===== src/rtl/branch_pattern_table_if.sv =====
// Fetch-lookup and MEM-update signals of the branch pattern table.
// The master is the pipeline side; the slave is the table itself.
interface branch_pattern_table_if;
    logic [31:0] if_pc;
    logic [1:0]  if_prediction;
    logic        if_predict_taken;
    logic [31:0] mem_pc;
    logic        load_prediction;
    logic [1:0]  mem_updated_prediction;
    logic        ready;

    modport master (
        output if_pc,
        output mem_pc,
        output load_prediction,
        output mem_updated_prediction,
        input  if_prediction,
        input  if_predict_taken,
        input  ready
    );

    modport slave (
        input  if_pc,
        input  mem_pc,
        input  load_prediction,
        input  mem_updated_prediction,
        output if_prediction,
        output if_predict_taken,
        output ready
    );
endinterface


===== src/rtl/branch_pattern_table.sv =====
// Direct-mapped table of 2-bit branch counters with combinational lookup,
// same-cycle forwarding of MEM updates, and a post-reset weakly-not-taken sweep.
module branch_pattern_table #(
    parameter int IDX_WIDTH = 5,
    parameter int PC_LSB    = 2
) (
    input  logic                   clk,
    input  logic                   rst,
    branch_pattern_table_if.slave  bus
);
    localparam int DEPTH = 1 << IDX_WIDTH;
    localparam logic [IDX_WIDTH-1:0] LAST_IDX = {IDX_WIDTH{1'b1}};

    typedef enum logic [0:0] {
        ST_INIT = 1'b0,
        ST_RUN  = 1'b1
    } state_t;

    state_t               state_r;
    state_t               state_s;
    logic [IDX_WIDTH-1:0] sweep_idx_r;
    logic                 ready_r;
    logic [1:0]           table_r [DEPTH];

    logic [IDX_WIDTH-1:0] if_idx_s;
    logic [IDX_WIDTH-1:0] mem_idx_s;
    logic                 wr_en_s;
    logic [IDX_WIDTH-1:0] wr_idx_s;
    logic [1:0]           wr_data_s;
    logic [1:0]           prediction_s;

    assign if_idx_s  = bus.if_pc[PC_LSB +: IDX_WIDTH];
    assign mem_idx_s = bus.mem_pc[PC_LSB +: IDX_WIDTH];

    // Next-state logic: sweep until the last entry is written, then run forever.
    always_comb begin
        state_s = state_r;
        case (state_r)
            ST_INIT: begin
                if (sweep_idx_r == LAST_IDX) begin
                    state_s = ST_RUN;
                end else begin
                    state_s = ST_INIT;
                end
            end
            ST_RUN:  state_s = ST_RUN;
            default: state_s = ST_INIT;
        endcase
    end

    // Single write port: the sweep owns it in INIT, MEM updates own it in RUN.
    always_comb begin
        wr_en_s   = 1'b0;
        wr_idx_s  = {IDX_WIDTH{1'b0}};
        wr_data_s = 2'b00;
        case (state_r)
            ST_INIT: begin
                wr_en_s   = 1'b1;
                wr_idx_s  = sweep_idx_r;
                wr_data_s = 2'b01;
            end
            ST_RUN: begin
                wr_en_s   = bus.load_prediction;
                wr_idx_s  = mem_idx_s;
                wr_data_s = bus.mem_updated_prediction;
            end
            default: begin
                wr_en_s   = 1'b0;
                wr_idx_s  = {IDX_WIDTH{1'b0}};
                wr_data_s = 2'b00;
            end
        endcase
    end

    // Lookup: fixed weakly-not-taken while sweeping, forwarded update on index hit.
    always_comb begin
        prediction_s = 2'b01;
        if (state_r == ST_RUN) begin
            if (bus.load_prediction && (if_idx_s == mem_idx_s)) begin
                prediction_s = bus.mem_updated_prediction;
            end else begin
                prediction_s = table_r[if_idx_s];
            end
        end else begin
            prediction_s = 2'b01;
        end
    end

    // Control registers; ready follows the next state so it rises right after the last sweep write.
    always_ff @(posedge clk or negedge rst) begin
        if (!rst) begin
            state_r     <= ST_INIT;
            sweep_idx_r <= {IDX_WIDTH{1'b0}};
            ready_r     <= 1'b0;
        end else begin
            state_r <= state_s;
            ready_r <= (state_s == ST_RUN);
            if (state_r == ST_INIT) begin
                sweep_idx_r <= sweep_idx_r + IDX_WIDTH'(1);
            end else begin
                sweep_idx_r <= sweep_idx_r;
            end
        end
    end

    // Counter storage has no reset; the sweep defines every entry before use.
    always_ff @(posedge clk) begin
        if (wr_en_s) begin
            table_r[wr_idx_s] <= wr_data_s;
        end
    end

    assign bus.if_prediction    = prediction_s;
    assign bus.if_predict_taken = prediction_s[1] & ready_r;
    assign bus.ready            = ready_r;
endmodule


===== src/flat_wrapper.sv =====
// flat-port wrapper written by rule: the top's interface ports become plain ports
module branch_pattern_table_flat 
#(
    parameter int IDX_WIDTH = 5,
    parameter int PC_LSB    = 2
)
  (clk, rst, bus_if_pc, bus_mem_pc, bus_load_prediction, bus_mem_updated_prediction, bus_if_prediction, bus_if_predict_taken, bus_ready);
  branch_pattern_table_if bus_i ();
  input  logic clk;
  input  logic rst;
  input wire logic [$bits(bus_i.if_pc)-1:0] bus_if_pc;
  input wire logic [$bits(bus_i.mem_pc)-1:0] bus_mem_pc;
  input wire logic [$bits(bus_i.load_prediction)-1:0] bus_load_prediction;
  input wire logic [$bits(bus_i.mem_updated_prediction)-1:0] bus_mem_updated_prediction;
  output wire logic [$bits(bus_i.if_prediction)-1:0] bus_if_prediction;
  output wire logic [$bits(bus_i.if_predict_taken)-1:0] bus_if_predict_taken;
  output wire logic [$bits(bus_i.ready)-1:0] bus_ready;
  assign bus_i.if_pc = bus_if_pc;
  assign bus_i.mem_pc = bus_mem_pc;
  assign bus_i.load_prediction = bus_load_prediction;
  assign bus_i.mem_updated_prediction = bus_mem_updated_prediction;
  assign bus_if_prediction = bus_i.if_prediction;
  assign bus_if_predict_taken = bus_i.if_predict_taken;
  assign bus_ready = bus_i.ready;
  branch_pattern_table #(.IDX_WIDTH(IDX_WIDTH), .PC_LSB(PC_LSB)) u_core (.clk(clk), .rst(rst), .bus(bus_i));
endmodule

===== config.mk =====
export PLATFORM = sky130hd
export DESIGN_NAME = branch_pattern_table_flat
export DESIGN_NICKNAME = d
export VERILOG_FILES = /design/src/rtl/branch_pattern_table_if.sv /design/src/rtl/branch_pattern_table.sv /design/src/flat_wrapper.sv
export SDC_FILE = /design/constraint.sdc
export NUM_CORES = 1
export LEC_CHECK = 0
export CAP_MARGIN = 20
export CELL_PAD_IN_SITES_DETAIL_PLACEMENT = 0
export CELL_PAD_IN_SITES_GLOBAL_PLACEMENT = 1
export CORE_MARGIN = 3
export CORE_UTILIZATION = 42
export CTS_BUF_LIST = sky130_fd_sc_hd__clkbuf_8
export DETAILED_ROUTE_END_ITERATION = 10
export GPL_TIMING_DRIVEN = 0
export HOLD_SLACK_MARGIN = 0.03
export PLACE_DENSITY_LB_ADDON = 0.1
export SLEW_MARGIN = 0
export SYNTH_ARGS = -nofsm -noshare
export SYNTH_HDL_FRONTEND = slang
export SYNTH_SLANG_ARGS = --single-unit
export TNS_END_PERCENT = 10

===== constraint.sdc =====
create_clock -name clk -period 2.7 [get_ports clk]
set_input_delay 0.54 -clock clk [delete_from_list [all_inputs] [get_ports clk]]
set_output_delay 0.54 -clock clk [all_outputs]
set_load 0.01 [all_outputs]

[Word-level counts from Yosys, hierarchy flattened]
Memory sizes are Yosys's and may differ from the RTL's.
Index checks and enable logic that the tools add are counted.
Word-level totals
  register bits: 6
  memory bits (writable): 64
  memories kept: 1
Memories
  u_core.table_r: words 32, width 2, rd ports 1, clocked after memory_dff 0, wr ports 1, line branch_pattern_table.sv:23  | logic [1:0] table_r [DEPTH];
Cells by class
  $add $sub $neg: 1
  equal/unequal tests: 2
  multiplexer cells: 9
  bitwise operators: 2
  reduce and logical (&&, ||, !) cells: 1
Operators by type and width (count)
  5-bit case mux with 2 select lines: 1
  5-bit by 1-bit adder with 5-bit output (second input constant): 1
  5-bit == test: 1
  5-bit == test (second input constant): 1
  2-bit two-way mux: 2
  1-bit case mux with 2 select lines: 2
  2-bit case mux with 2 select lines: 1
  1-bit two-way mux: 3
  1-bit bitwise AND: 1
  1-bit logical AND: 1
  1-bit inverter: 1

[Depth between registers and ports, before layout]
  word-level depth: 5
  depth in mapped cells: 8
  gate-level depth less buffers: 5

[Least setup slack after synthesis]
Ideal clock, no wire load.
  path type: input to output
  start point: in bus_if_pc[2]
  end point: out bus_if_prediction[1]
  data arrival time: 2.127 ns
  slack: 0.033 ns
  stages: 6
  buffers on the path: 2
  path through: buf_6 -> mux4_1 -> mux2_2 -> a2111oi_1 -> nor3_1 -> buf_4
On the way
  cells in the longest elaborated chain, start to end: 4
Ends and longest elaborated chain
  start, declared: line flat_wrapper.sv:11  | input wire logic [$bits(bus_i.if_pc)-1:0] bus_if_pc;
  parallel branches: the longest is 2 deep, another holds memory 32 x 2 bit
  2-bit two-way mux *: line branch_pattern_table.sv:79  | if (bus.load_prediction && (if_idx_s == mem_idx_s)) begin
  2-bit two-way mux *: line branch_pattern_table.sv:78  | if (state_r == ST_RUN) begin
  end, declared: line flat_wrapper.sv:15  | output wire logic [$bits(bus_i.if_prediction)-1:0] bus_if_prediction;
Every way passes the cells marked *.

[Worst setup path in the final report]
  start point: in bus_if_pc[2]
  end point: out bus_if_prediction[0]
Same word-level chain as after synthesis.

==> metrics.txt <==
Fmax 369 MHz; share of cells above drive strength 1 0.251; number of placed instances, taps included 324; overall routed net length 7.00 mm; Worst setup SP type primary input; CTS tree built; All-Layer GR Usage 0.178; synth cell count leaders edfxtp_1, nor2_1, nand2_1; CP peak stage delay between 500 and 600 ps; vias 1870; # setup viols final 1; crit path kind in -> out; global-route wire length before repair 11.0 mm; Cell Rows 30; slew at the pin with the worst max-slew slack between 1000 and 1500 ps; nets 313; worst setup margin -9.51 ps; Die Wd 92.5 um; Initial Util 0.448; CP max FO 10; Cell Pwr Density 588 nW/um^2; Synth top area share 0.611; initial antenna violation count 0; Die Height 92.5 um; Layout Skew between 5 and 6 ps; vias in the first global route 1977; Slew Limit Fails 0; core region area around 7000 um^2; fin crit share 1.00; slowest cell on the critical path mux4_2; Yosys cell types 38; Worst EP required 2160 ps; Max VDD drop 0.313 mV; DRT iter0 DRCs around 150; Hold Path Class in -> async; worst reg2reg endpoint u_core.table_r[29][0]; clock latency on the worst-skew pair between 300 and 400 ps; crit path buf inv count 3; Tmin final around 2700 ps; P&R area growth vs syn 19.0%; drt first pass iters 4; Yosys warning total 0; Cell Area, Synth 3150 um^2; status complete, but fails checks; worst r2r src u_core.state_r; H-tree levels 3; post-DP HPWL between 4 and 5 mm; vias per std cell 5.45; synthesized instance count 211; Layout Cells excl Fill roughly 340; flop-to-flop setup slack 240 ps; asr flop ratio synth 0.0857; delay-heaviest family, CP compound AO/OA/AOI/OAI gates; Hold Vio Cnt, Final 0; mean post-synth cell area between 10 and 15 um^2; Root Driver clkbuf_8; # IOs 73; RSZ-0062 raised after global routing yes; sequential area share after synthesis 0.659; count leader, synth edfxtp_1; input/output buffers 15; total CTS buffers 9; Die ar. 8560 um^2; max cap viols 0; RD Place Congestion approximately 0.73; residual DRC count 0; Lkg Pwr ~0.0013 uW; CP Capture Type output pin; Worst setup endpoint bus_if_prediction[0]; syn nets approximately 280; Data arrival, critical path 2170 ps; Max Root-Sink Buffers 2; post-route ant nets 0; failing checks negative setup slack; Worst Setup SP bus_if_pc[2]; crit path cell chain buf_8, buf_12, mux4_2, nand3_1, o21ai_1, a311oi_2, o221ai_1, buf_2; Post-synth EDFFs 64; largest net degree at the start of global routing 33; R2R depth 4; Rel. slew slack 0.183; Top FF cell, synth edfxtp_1; synth top area cells edfxtp_1, mux4_2, nor2_1, dfrtp_1, mux4_1; ANT cells 0; flops & latches, synth 70; CTS Sinks 70; WP depth 8; Remaining Overflow, GRT 0; Power Total 2200 uW; Synth area leader edfxtp_1; WL/cell roughly 20 um; Reg clk slew, reported paths ~80 ps
==> worst register-to-register path, cell delays in order, from the launching register on <==
cell	delay (ps)
dfrtp_1	540
clkbuf_1	380
nor2_1	90
a32oi_1	920
nor2_1	220
==> through the flow <==
stage,hold WS [ps],setup TNS [ps],utilization,setup slack (ps),area (um^2)
after global routing,438,-83.0,0.533,-83.0,3740
after detailed placement,483,-3160,0.489,-1210,3430
final,433,-9.51,0.533,-9.51,3740
after global placement,474,-2880,0.487,-1090,3420
after floorplan,244,0,-,32.6,3150
after CTS,421,-16.4,0.526,-10.6,3690
==> flip-flops by register name (all words and copies together) (netlist names) <==
name	count
u_core.table_r	64
u_core.sweep_idx_r	5
u_core.state_r	1
==> per-layer routing <==
layer,wire (um),vias to the layer above,global-route usage
met5,0,-,0
met4,71,0,0.0594
met3,378,7,0.0390
met2,3480,54,0.301
met1,3070,937,0.228
li1,-,872,-
==> repair_timing <==
item	in CTS	in global routing
setup endpoints to repair	3	3
buffers inserted	1	3
gates cloned	1	0
resized for setup	45	18
hold buffers	0	0
pin swaps	8	6
==> kinds of logic (layout without fill, tap and decap cells) <==
group | after synthesis | in the layout | synth area share
buffers and inverters | 14 | 49 | 0.0223
AOI/OAI and AO/OA | 20 | 20 | 0.0446
DFF | 70 | 70 | 0.659
adders and majority gates | 2 | 2 | 0.00795
xor gates and xnor gates | 8 | 8 | 0.0223
muxes | 23 | 23 | 0.140
and+or+nand+nor | 74 | 75 | 0.104
==> power breakdown <==
part           leakage [uW]  switching, uW  internal, uW  total, uW
clock network     0.0000956            399           427        826
registers          0.000655          0.254          1180       1190
logic              0.000513            106          82.5        189
==> layout by cell type (no fill, tap or decap), drive strengths merged, types with 3 or more instances in the layout <==
master	instances
nor2	41
o21ai	4
inv	5
dfrtp	6
nand2	12
mux2i	5
dlygate4sd2	5
clkbuf	13
a21oi	3
clkinv	3
edfxtp	64
mux4	15
clkdlybuf4s50	4
buf	15
nor2b	4
nand3	4
mux2	3
xnor2	8
==> final cells by class <==
| class | instances | area [um^2] |
|---|---|---|
| plain buffers | 8 | 93.8 |
| clock buffers | 9 | 124 |
| multi-input cells | 128 | 1080 |
| inverters | 4 | 15.0 |
| flip-flops and latches | 70 | 2070 |
| well taps | 96 | 120 |
| repair buffers | 21 | 169 |
| fillers | 611 | 3280 |
| clock inverters | 7 | 72.6 |
==> how the worst min path moves through the flow <==
stage,end,slack (ps),cells after the start,start
final,u_core.sweep_idx_r[2],430,1,rst
after global routing,u_core.state_r,440,1,rst
after CTS,u_core.state_r,420,1,rst
after detailed placement,u_core.sweep_idx_r[2],480,1,u_core.sweep_idx_r[2]
after global placement,u_core.sweep_idx_r[2],470,1,u_core.sweep_idx_r[2]
after floorplan,u_core.state_r,240,0,rst
No activity file was read; power rests on OpenSTA's default activity.
